File: src/rtl/fibonacci_ctrl.sv
// fibonacci_ctrl: valid/ready sequencer that restarts and steps a Fibonacci generator N times and returns F(N).
module fibonacci_ctrl #(
   parameter int DW    = 12,
   parameter int NW    = 5,
   parameter int MAX_N = 18
) (
   input  logic          clk,
   input  logic          rst,
   input  logic          req_valid,
   output logic          req_ready,
   input  logic [NW-1:0] req_n,
   output logic          rsp_valid,
   input  logic          rsp_ready,
   output logic [DW-1:0] rsp_data,
   output logic          rsp_err,
   output logic          busy,
   output logic          fib_enb,
   output logic          fib_rst,
   input  logic [DW-1:0] fibout
);
   localparam logic [NW-1:0] MAX_I = NW'(MAX_N);
   typedef enum logic [1:0] {IDLE, INIT, RUN, RESP} state_t;
   state_t        state, state_nx;
   logic [NW-1:0] k, k_nx, n, n_nx;
   logic [DW-1:0] data_nx;
   logic          err_nx, live;
   // live keeps req_ready low while reset is asserted without a path from rst to the output
   always_ff @(posedge clk or negedge rst)
      if (!rst) begin
         state    <= IDLE;
         k        <= '0;
         n        <= '0;
         rsp_data <= '0;
         rsp_err  <= 1'b0;
         live     <= 1'b0;
      end else begin
         state    <= state_nx;
         k        <= k_nx;
         n        <= n_nx;
         rsp_data <= data_nx;
         rsp_err  <= err_nx;
         live     <= 1'b1;
      end
   always_comb begin
      state_nx  = state;
      k_nx      = k;
      n_nx      = n;
      data_nx   = rsp_data;
      err_nx    = rsp_err;
      req_ready = live && state == IDLE;
      rsp_valid = state == RESP;
      busy      = state != IDLE;
      fib_rst   = state == INIT;
      fib_enb   = state == INIT || (state == RUN && k < n);
      case (state)
         IDLE: if (req_valid && req_ready) begin
            n_nx     = req_n;
            err_nx   = req_n > MAX_I;
            data_nx  = req_n > MAX_I ? '0 : rsp_data;
            state_nx = req_n > MAX_I ? RESP : INIT;
         end
         INIT: begin
            k_nx     = '0;
            state_nx = RUN;
         end
         RUN: begin
            k_nx     = k < n ? k + 1'b1 : k;
            data_nx  = k < n ? rsp_data : fibout;
            state_nx = k < n ? RUN : RESP;
         end
         RESP: state_nx = rsp_ready ? IDLE : RESP;
         default: state_nx = IDLE;
      endcase
   end
endmodule
File: config.mk
export PLATFORM = sky130hd
export DESIGN_NAME = fibonacci_ctrl
export DESIGN_NICKNAME = d
export VERILOG_FILES = /design/src/rtl/fibonacci_ctrl.sv
export SDC_FILE = /design/constraint.sdc
export NUM_CORES = 1
export LEC_CHECK = 0
export CORE_ASPECT_RATIO = 1.5
export CORE_MARGIN = 5
export CORE_UTILIZATION = 30
export CTS_CLUSTER_DIAMETER = 50
export DETAILED_ROUTE_END_ITERATION = 10
export GPL_ROUTABILITY_DRIVEN = 0
export PLACE_DENSITY = 0.59
export SETUP_SLACK_MARGIN = 0.4
export SYNTH_ARGS = -nofsm -noshare
export SYNTH_HDL_FRONTEND = slang
export SYNTH_SLANG_ARGS = --single-unit
File: constraint.sdc
create_clock -name clk -period 3.4 [get_ports clk]
set_clock_uncertainty 0.05 [all_clocks]
set_input_delay 0.51 -clock clk [delete_from_list [all_inputs] [get_ports clk]]
set_output_delay 0.51 -clock clk [all_outputs]
set_load 0.01 [all_outputs]
**Word-level counts from Yosys, hierarchy flattened**

Index checks and enable logic that the tools add are counted.

- $add $sub $neg: 1
- $lt $le $gt $ge: 2
- Eq/ne operators: 7
- Multiplexer cells: 11
- Reductions and logical operators: 11

Operators by type and width:

| operator | count |
|---|---|
| 2-to-1 mux 12 bit | 3 |
| one-hot mux 12 bit (2 select lines) | 1 |
| one-hot mux 5 bit (2 select lines) | 1 |
| one-hot mux 2 bit (4 select lines) | 1 |
| 2-to-1 mux 2 bit | 3 |
| inequality test 2 x 1 -> 1 bit (second input constant) | 3 |
| nonzero test 2 bit | 3 |
| adder 5 x 1 -> 5 bit (second input constant) | 1 |
| > comparator 5 bit (second input constant) | 1 |
| < comparator 5 bit | 1 |
| 2-to-1 mux 5 bit | 1 |
| == test 2 bit (second input constant) | 2 |
| AND reduction 2 bit | 2 |
| AND reduction 4 bit | 1 |
| logical AND 1 bit | 3 |
| == test 2 x 1 -> 1 bit (second input constant) | 1 |
| zero test 2 bit | 1 |
| inequality test 2 bit (second input constant) | 1 |
| logical OR 1 bit | 1 |
| 2-to-1 mux 1 bit | 1 |

- Flip-flop bits (word level): 26
- Logic and storage cells: 38

**Logic depth before layout (Yosys ltp)**

Gate-level depths: netlist of run 1.

- Word-level depth: 5
- Gate-level depth with buffers: 7
- Mapped depth without buffers: 6

**Worst setup path before layout of run 1**

Ideal clock, no wire load.

- Path kind: register to output
- Start: register k[4]
- End: output port fib_enb
- Data arrival time: 1.631 ns
- Data required time: 2.840 ns
- Setup slack: 1.209 ns
- Stages on the path, launching flop included: 5
- Cells stage by stage: dfrtp_1 -> ha_1 -> or4b_1 -> a311o_1 -> nand3_1

- Word-level cells in the longest chain between the ends: 3

Ends and longest elaborated chain:

| element | line | text |
|---|---|---|
| start, declared | 24 | `logic [NW-1:0] k, k_nx, n, n_nx;` |
| start signal, assigned | 38 | `k <= k_nx;` |
| < comparator 5 bit | 54 | `fib_enb = state == INIT \|\| (state == RUN && k < n);` |
| logical AND 1 bit | 54 |  |
| logical OR 1 bit | 54 |  |
| end, declared | 17 | `output logic fib_enb,` |

Every way passes these cells.

**Worst setup path after layout of run 1**

Same ends and word-level chain as after synthesis.

==> results of run 1 <==
[cells in the final DEF (no fill, tap or decap), types with 2 or more instances in the layout]
cell type and instances:
clkdlybuf4s50_1 37, dfrtp_1 26, a22o_1 12, inv_1 10
nand2_1 8, o21ai_0 6, ha_1 5, nand3_1 4
and2_1 4, nand2b_1 3, mux2i_1 3, clkbuf_8 3
buf_4 3, nor2_1 2, nand4b_1 2, a21oi_1 2
[power by group through the flow]
stage / combinational (mW) / clock (mW) / sequential [mW]
after global placement: 0.873 / 0 / 0.540
after floorplan: 0.570 / 0 / 0.536
after detailed placement: 0.890 / 0 / 0.546
after CTS: 0.905 / 0.174 / 0.541
final: 0.895 / 0.168 / 0.541
after global routing: 0.997 / 0.188 / 0.561
[kinds of logic (layout without fill, tap and decap cells)]
family | Yosys count | after routing
other | 1 | 1
AND/OR/NAND/NOR | 27 | 27
buffers and inverters | 15 | 54
AO/OA/AOI/OAI | 33 | 33
XOR/XNOR | 1 | 1
adder cells (fa/ha/maj) | 5 | 5
flip-flops | 26 | 26
multiplexers | 4 | 4
[worst max-delay path: cells and delay by family, from the launching register on]
family | cells | cell delay, ns
AOI/OAI and AO/OA | 1 | 0.37
adders and majority gates | 1 | 0.24
buffers and inverters | 1 | 0.28
DFF | 1 | 0.40
and+or+nand+nor | 2 | 0.70
[metal layers]
layer  vias up  share of wire, %
met1       498                41
met5         -                 0
met3         4               5.7
li1        484                 -
met2        26                52
met4         0               1.5
[per-stage QoR]
step | power (mW) | hold WS (ns) | area (um2) | utilization (%) | setup WS, ns
final | 1.605 | 0.4552 | 1709 | 43.17 | 0.5739
after global routing | 1.746 | 0.4840 | 1709 | 43.17 | 0.4903
after CTS | 1.620 | 0.4602 | 1709 | 43.17 | 0.5911
after detailed placement | 1.437 | 0.4343 | 1662 | 41.97 | 0.6116
after global placement | 1.412 | 0.4351 | 1662 | 41.97 | 0.6626
after floorplan | 1.106 | 0.1644 | 1236 | - | 1.209
[flip-flops by register name, summed over array words and instances (netlist names)]
name	flops
rsp_data	12
k	5
state	2
n	5
live	1
rsp_err	1
[cell type report]
type / instances / share of cell area [%]
Clock buffer: 3 / 2.416
Inverter: 10 / 2.196
Multi-Input combinational cell: 71 / 30.53
Sequential cell: 26 / 38.07
Tap cell: 45 / 3.294
Timing Repair Buffer: 41 / 23.50
[final timing paths]
check / startpoint / end / slack, ns / depth (start not counted)
worst max register to register: k[4] / rsp_data[2] / 0.91 / 6
worst max-delay path: k[4] / fib_enb / 0.57 / 5
min in group asynchronous: rst / rsp_err / 0.54 / 2
worst min-delay path: rsp_data[0] / rsp_data[0] / 0.46 / 1
max in group asynchronous: rst / rsp_data[3] / 2.51 / 2
worst min register to register: rsp_data[0] / rsp_data[0] / 0.46 / 1
[what timing repair did]
| item | CTS | global route |
|---|---|---|
| buffers inserted | 1 | 0 |
| endpoints found under the setup margin | 1 | 0 |
| gates resized for setup | 1 | 0 |
==> metrics.txt, run 1 <==
outcome finished clean; synthesized netlist net count 138; Final Cycle Share 83.12%; crit path time final 2.826 ns; Int Pwr 0.9840 mW; Synth Area in XOR/XNOR 0.7085%; Achievable Freq 0.3538 GHz; asr flop ratio synth 100.0%; TNS Setup 0 ns; TritonCTS clock tree built; Inserted Diodes 0; via/cell ratio 5.163; Cells after Synth 112; Relative slew margins 62.45%; Initial Util 31.23%; most used routing layer met2; final hold vios 0; Post-Synth Simple-Gate Area 12.45%; Critical Path RT 2.84 ns; worst-path cell chain ha_1 -> or4b_1 -> a311o_1 -> nand3_1 -> dlygate4sd2_1; Antenna Violating Nets Remaining 0; Die Area approximately 5500 um2; final wirelength 2897 um; Slew Limit Fails 0; Synth Area in Compound Gates about 20%; Setup CP Type reg -> out; Post-Layout Cell Count 196; DIE WIDTH 62.41 um; syn avg cell area 11.04 um2; YS warnings 0; distinct cell type count after synthesis 35; leakage 0.7792 nW; post-synthesis mux area share 3.340%; largest family of logic cells by synthesized area compound AO/OA/AOI/OAI gates; placed insts 192; overall routing resource usage a little over a tenth; dominant cell type by area after synthesis dfrtp_1; HP Class reg -> reg; flops & latches, synth 26; via count 1012; Clock transition at path regs 0.08 ns; Nets 179; Max Cap Violations 0; count leader, synth dfrtp_1; GR Overflow Total 0; Area Overhead vs Synth 38.26%; Hold Buf Count CTS 0; list of most frequent post-synthesis cells 26 x dfrtp_1, 12 x a22o_1, 10 x inv_1, 8 x nand2_1, 6 x o21ai_0; adder-cell share of the synthesized area 5.061%; top cells by area, synth dfrtp_1 53%, a22o_1 8.5%, ha_1 5.1%, inv_1 3.0%, mux2i_1 2.4%; CTS Buffer Depth 2; largest net degree at the start of global routing 27; # port buffers 38; first-pass GRT wire length 4836 um; Final Setup Violations 0; CTS root buf clkbuf_8; number of synthesized flops with an enable pin 0; critical path endpoint category output pin; Comb power frac a little under three fifths; total CTS buffers 3; post-synth top area share a little over half; Synth Flop Type dfrtp_1; layout cells sized above 1 5.960%; multi-input logic area 521.8 um2; Detailed Route Iter0 Violations 18; GR Util met3 3.050%; NetSw 0.6209 mW; htree depth 1; Seq/Total Area, Yosys 52.63%; CP startpoint kind flop; max incr delay on CP 0.56 ns; register area 650.6 um2; sequential power share 33.7%; routed len/inst 14.78 um; FP Rows 28; antenna violations before repair 0; Worst Path Max Fanout 4; Die H 88.62 um; met1 Usage GRT 11.88%; Net Sw Frac between 30% and 40%; I/O pins 39; Crit-path slowest cell or4b_1; dpl hpwl 2175 um; core box area just under 4000 um2; Slew @ Worst Pin 0.5602 ns; Clk pwr share a little over a tenth; critical path arrival 2.27 ns; Sink Count 26; M2 GR Usage a little under 20%; number of fill cells about 400; Skew-Pair Late Insertion Delay 0.27 ns; RSZ-0062 raised after global routing no; maximum VDD drop 0.6884 mV; DRC Markers 0; Mapped Area 1236 um2; vias in the first global route between 1000 and 1500; TritonRoute pass-1 iters 4; PD cells 939.0 nW/um2
Power figures use the tool's default switching activity.
==> run 2, diff against run 1 <==
==> constraint.sdc (replaced) <==
create_clock -name clk -period 3 [get_ports clk]
set_clock_uncertainty 0.05 [all_clocks]
set_input_delay 0.45 -clock clk [delete_from_list [all_inputs] [get_ports clk]]
set_output_delay 0.45 -clock clk [all_outputs]
set_load 0.01 [all_outputs]
==> metrics.txt, run 2 (synthesis gave the netlist of run 1 again) <==
outcome finished clean (unchanged); vias in the first global route 1119 (was 1080); CP bufs+invs 1 (unchanged); Post-Layout Cell Count 201 (was 196); Setup CP Type reg -> out (unchanged); Final Setup Violations 0 (unchanged); Final Cycle Share 82.96%; CP startpoint kind flop (unchanged); Largest Register rsp_data (unchanged); routed len/inst 14.84 um (was 14.78 um); TritonRoute pass-1 iters 4 (unchanged); register area 650.6 um2 (unchanged); NetSw 0.7341 mW (was 0.6209 mW); critical path endpoint category output pin (unchanged); htree depth 1 (unchanged); crit path time final 2.489 ns; via/cell ratio 5.050 (was 5.163); total CTS buffers 3 (unchanged); final hold vios 0 (unchanged); max reg flops 12 (unchanged); via count 1015 (was 1012); Antenna Violating Nets Remaining 0 (unchanged); antenna violations before repair 0 (unchanged); CTS root buf clkbuf_8 (unchanged); Net Sw Frac 36.99% (was 38.69%); HP Class reg -> reg (unchanged); Largest regs rsp_data x12, k x5, n x5 (unchanged); placed insts 194 (was 192); Skew-Pair Late Insertion Delay 0.27 ns (about the same); Nets 183 (was 179); Inserted Diodes 0 (unchanged); TritonCTS clock tree built (unchanged); Util after Layout 44.88% (was 43.17%); Power Total 1.985 mW (was 1.605 mW); Initial Util 31.23% (unchanged); Int Pwr 1.251 mW (was 0.9840 mW); maximum VDD drop 0.8495 mV (was 0.6884 mV); Worst Path Max Fanout 4 (unchanged); CTS Buffer Depth 2 (unchanged); RSZ-0062 raised after global routing no (unchanged); # port buffers 38 (unchanged); crit-path leading delay family simple AND/OR/NAND/NOR gates (unchanged); I/O pins 39 (unchanged); leakage 0.8139 nW (was 0.7792 nW); Max Cap Violations 0 (unchanged); Sink Count 26 (unchanged); Critical Path RT 2.50 ns (was 2.84 ns); Crit-path slowest cell or4b_4 (was or4b_1); number of fill cells 377 (was 395); Slew Limit Fails 0 (unchanged); first-pass GRT wire length 5099 um (was 4836 um); layout cells sized above 1 11.54% (was 5.960%); commonest non-fill, non-tap cell in the layout clkdlybuf4s50_1 (unchanged); sequential power share 30.1% (was 33.7%); GR Overflow Total 0 (unchanged); Die H 88.62 um (unchanged); multi-input logic area 533.0 um2 (was 521.8 um2); PD cells 1117 nW/um2 (was 939.0 nW/um2); most frequent cells in the layout 37 x clkdlybuf4s50_1, 26 x dfrtp_1, 12 x a22o_1 (unchanged); FP Rows 28 (unchanged); dpl hpwl 2207 um (was 2175 um); worst-path cell chain ha_2 -> or4b_4 -> a311o_1 -> nand3_2 -> buf_2 (was ha_1 -> or4b_1 -> a311o_1 -> nand3_1 -> dlygate4sd2_1); Comb power frac 55.4% (was 55.8%); final wirelength 2983 um (was 2897 um); DIE WIDTH 62.41 um (unchanged); Hold Buf Count CTS 0 (unchanged); Die Area 5531 um2 (unchanged); Clock transition at path regs 0.09 ns (was 0.08 ns); core box area 3959 um2 (unchanged); Detailed Route Iter0 Violations 31 (was 18); TNS Setup 0 ns (unchanged); DRC Markers 0 (unchanged); largest net degree at the start of global routing 27 (unchanged); Area Overhead vs Synth 43.72% (was 38.26%); overall routing resource usage 11.39% (was 10.96%); Achievable Freq 0.4018 GHz; Clk pwr share 14.5% (was 10.5%); max incr delay on CP 0.56 ns (about the same); critical path arrival 1.99 ns (was 2.27 ns)
[run 2: cell count changes in the layout (fill, tap and decap cells not counted), sizes merged]
cell,before,now
dlygate4sd2,1,0
bufinv,0,1
buf,3,8
[run 2: routing by layer]
layer  up-vias  part of all wire [%]  routed length [um]  global-route usage [%]
met2        31                    52                1539                   19.25
li1        494                     -                   -                       -
met1       486                    42                1256                   13.81
met5         -                     0                   0                       0
met3         4                   5.0                 150                   2.668
met4         0                   1.2                  36                   5.212
[run 2: per-stage QoR]
step	hold WS [ns]	setup slack [ns]	cell area, um2
3_3_place_gp	0.4348	0.3189	1677
6_report	0.4545	0.5113	1777
3_5_place_dp	0.4366	0.2817	1677
5_1_grt	0.4846	0.4292	1777
4_1_cts	0.4609	0.4720	1777
2_1_floorplan	0.1044	0.8693	1236
[run 2: power by group through the flow]
stage / Clock [mW] / Combinational [mW] / Sequential [mW]
3_3_place_gp: 0 / 1.03 / 0.602
5_1_grt: 0.312 / 1.23 / 0.616
3_5_place_dp: 0 / 1.05 / 0.608
2_1_floorplan: 0 / 0.646 / 0.607
4_1_cts: 0.294 / 1.11 / 0.596
6_report: 0.289 / 1.10 / 0.597
[run 2: area by class of cell]
class	instances	share of cell area [%]
repair buffers	45	24.08
clock inverters	1	1.690
flip-flops and latches	26	36.62
well taps	45	3.169
clock buffers	3	2.324
inverters	10	2.113
multi-input cells	71	30.00
[run 2: what timing repair did]
action                     CTS  global route
setup endpoints to repair    1             1
setup buffers                3             0
resized for setup            7             0
pin swaps                    1             1
[run 2: path summary, 6_finish.rpt]
path	startpoint	to	slack (ns)	cells after the start
max	k[4]	fib_enb	0.51	5
min	rsp_data[10]	rsp_data[10]	0.45	1
max reg2reg	k[4]	k[2]	0.75	6
min reg2reg	rsp_data[10]	rsp_data[10]	0.45	1
max in group asynchronous	rst	k[3]	2.17	2
min in group asynchronous	rst	rsp_err	0.47	2
==> run 3, diff against run 2 <==
==> constraint.sdc (replaced) <==
create_clock -name clk -period 2.36 [get_ports clk]
set_clock_uncertainty 0.05 [all_clocks]
set_input_delay 0.354 -clock clk [delete_from_list [all_inputs] [get_ports clk]]
set_output_delay 0.354 -clock clk [all_outputs]
set_load 0.01 [all_outputs]
==> metrics.txt, run 3 (synthesis gave the netlist of run 1 again) <==
final hold slack 0.4012 ns (was 0.4545 ns); I/O pins 39 (unchanged); Crit-path slowest cell or4b_4 (unchanged); max incr delay on CP 0.54 ns (was 0.56 ns); maximum VDD drop 1.250 mV (was 0.8495 mV); Area Overhead vs Synth 49.09% (was 43.72%); Largest Register rsp_data (unchanged); Util after Layout 46.56% (was 44.88%); Cell Area, Placed 1744 um2 (was 1677 um2); crit-path leading delay family simple AND/OR/NAND/NOR gates (unchanged); critical path arrival 1.89 ns (was 1.99 ns); routed len/inst 14.83 um (was 14.84 um); RSZ-0062 raised after global routing yes (was no); worst-path cell chain ha_2 -> or4b_4 -> a311o_1 -> nand3_2 -> buf_6 (was ha_2 -> or4b_4 -> a311o_1 -> nand3_2 -> buf_2); Initial Util 31.23% (unchanged); FP Rows 28 (unchanged); GR Util met3 3.685% (was 2.668%); most used routing layer met2 (unchanged); Largest regs rsp_data x12, k x5, n x5 (unchanged); antenna violations before repair 0 (unchanged); TritonCTS clock tree built (unchanged); commonest non-fill, non-tap cell in the layout clkdlybuf4s50_1 (unchanged); Inserted Diodes 0 (unchanged); DRC Markers 0 (unchanged); Worst Path Max Fanout 2 (was 4); htree depth 1 (unchanged); CTS Buffer Depth 2 (unchanged); CTS root buf clkbuf_8 (unchanged); start of the worst register-to-register path k[4] (unchanged); Clock transition at path regs 0.09 ns (about the same); Achievable Freq 0.4354 GHz; GR Overflow Total 0 (unchanged); critical path endpoint category output pin (unchanged); M2 GR Usage 20.38% (was 19.25%); Power Total 2.647 mW (was 1.985 mW); overall routing resource usage 11.96% (was 11.39%); Setup CP Type reg -> out (unchanged); Final Setup Violations 0 (unchanged); via/cell ratio 4.995 (was 5.050); # port buffers 38 (unchanged); Nets 190 (was 183); final wirelength 3084 um (was 2983 um); Skew-Pair Late Insertion Delay 0.27 ns (about the same); Antenna Violating Nets Remaining 0 (unchanged); design area 1843 um2 (was 1777 um2); dpl hpwl 2401 um (was 2207 um); Detailed Route Iter0 Violations 48 (was 31); core box area 3959 um2 (unchanged); largest net degree at the start of global routing 27 (unchanged); DIE WIDTH 62.41 um (unchanged); max reg flops 12 (unchanged); TritonRoute pass-1 iters 4 (unchanged); HP Class in -> async (was reg -> reg); leakage 0.8602 nW (was 0.8139 nW); Critical Path RT 1.96 ns (was 2.50 ns); outcome finished clean (unchanged); placed insts 202 (was 194); Hold Buf Count CTS 0 (unchanged); Sink Count 26 (unchanged); CP bufs+invs 1 (unchanged); Max Cap Violations 0 (unchanged); CP startpoint kind flop (unchanged); crit path time final 2.297 ns; PD cells 1436 nW/um2 (was 1117 nW/um2); number of fill cells 398 (was 377); layout cells sized above 1 19.02% (was 11.54%); most frequent cells in the layout 34 x clkdlybuf4s50_1, 26 x dfrtp_1, 12 x a22o_1, 12 x buf_4, 9 x inv_1 (was 37 x clkdlybuf4s50_1, 26 x dfrtp_1, 12 x a22o_1); first-pass GRT wire length 5368 um (was 5099 um); Critical Path Start k[4] (unchanged); Slew Limit Fails 0 (unchanged); met1 Usage GRT 14.37% (was 13.81%); Final Cycle Share 97.32%; via count 1039 (was 1015); Post-Layout Cell Count 208 (was 201); Die Area 5531 um2 (unchanged); Die H 88.62 um (unchanged); final hold vios 0 (unchanged); vias in the first global route 1108 (was 1119); total CTS buffers 3 (unchanged)
==> run 3: path summary, 6_finish.rpt <==
kind,cells past startpoint,slack (ns),endpoint
min in group clk,1,0.46,rsp_data[1]
min,2,0.40,rsp_data[3]
max in group asynchronous,2,1.62,n[2]
min reg2reg,1,0.46,rsp_data[1]
max,5,0.06,fib_enb
max reg2reg,7,0.10,k[2]
==> run 3: timing repair <==
action	in CTS	in global routing
setup buffers	0	2
setup endpoints to repair	20	19
pin swaps	4	3
resized for setup	14	3
==> run 3: layout make-up <==
cell class / instances / area, um2 / share of cell area, %
timing repair buffer: 52 / 494.2 / 26.82
clock buffer: 4 / 55.05 / 2.987
sequential: 26 / 650.6 / 35.30
multi-input combinational: 71 / 549.3 / 29.80
inverter: 10 / 37.54 / 2.037
tap: 45 / 56.30 / 3.055
==> run 3: per-layer routing <==
metal | vias up | share of wire (%) | routed length [um]
met2 | 37 | 50 | 1531
li1 | 504 | - | -
met3 | 5 | 7.3 | 224
met1 | 493 | 42 | 1288
met5 | - | 0 | 0
met4 | 0 | 1.3 | 41
==> run 3: through the flow <==
stage	setup WS [ns]	setup TNS, ns
floorplan	0.3438	0
global placement	-0.05888	-0.05888
detailed placement	-0.07634	-0.07634
CTS	0.01105	0
global route	0.005518	0
finish	0.06323	0
==> run 3: worst reg2reg max path: stages, from the launching register on <==
cell	delay (ns)
dfrtp_1	0.39
ha_2	0.18
or4b_4	0.54
a311o_1	0.32
buf_4	0.15
buf_6	0.12
a2111o_1	0.36
o211ai_1	0.08
==> run 3: report_power, final <==
group | switching [mW] | internal, mW
Sequential | 0.101 | 0.638
Clock | 0.139 | 0.149
Combinational | 0.725 | 0.894
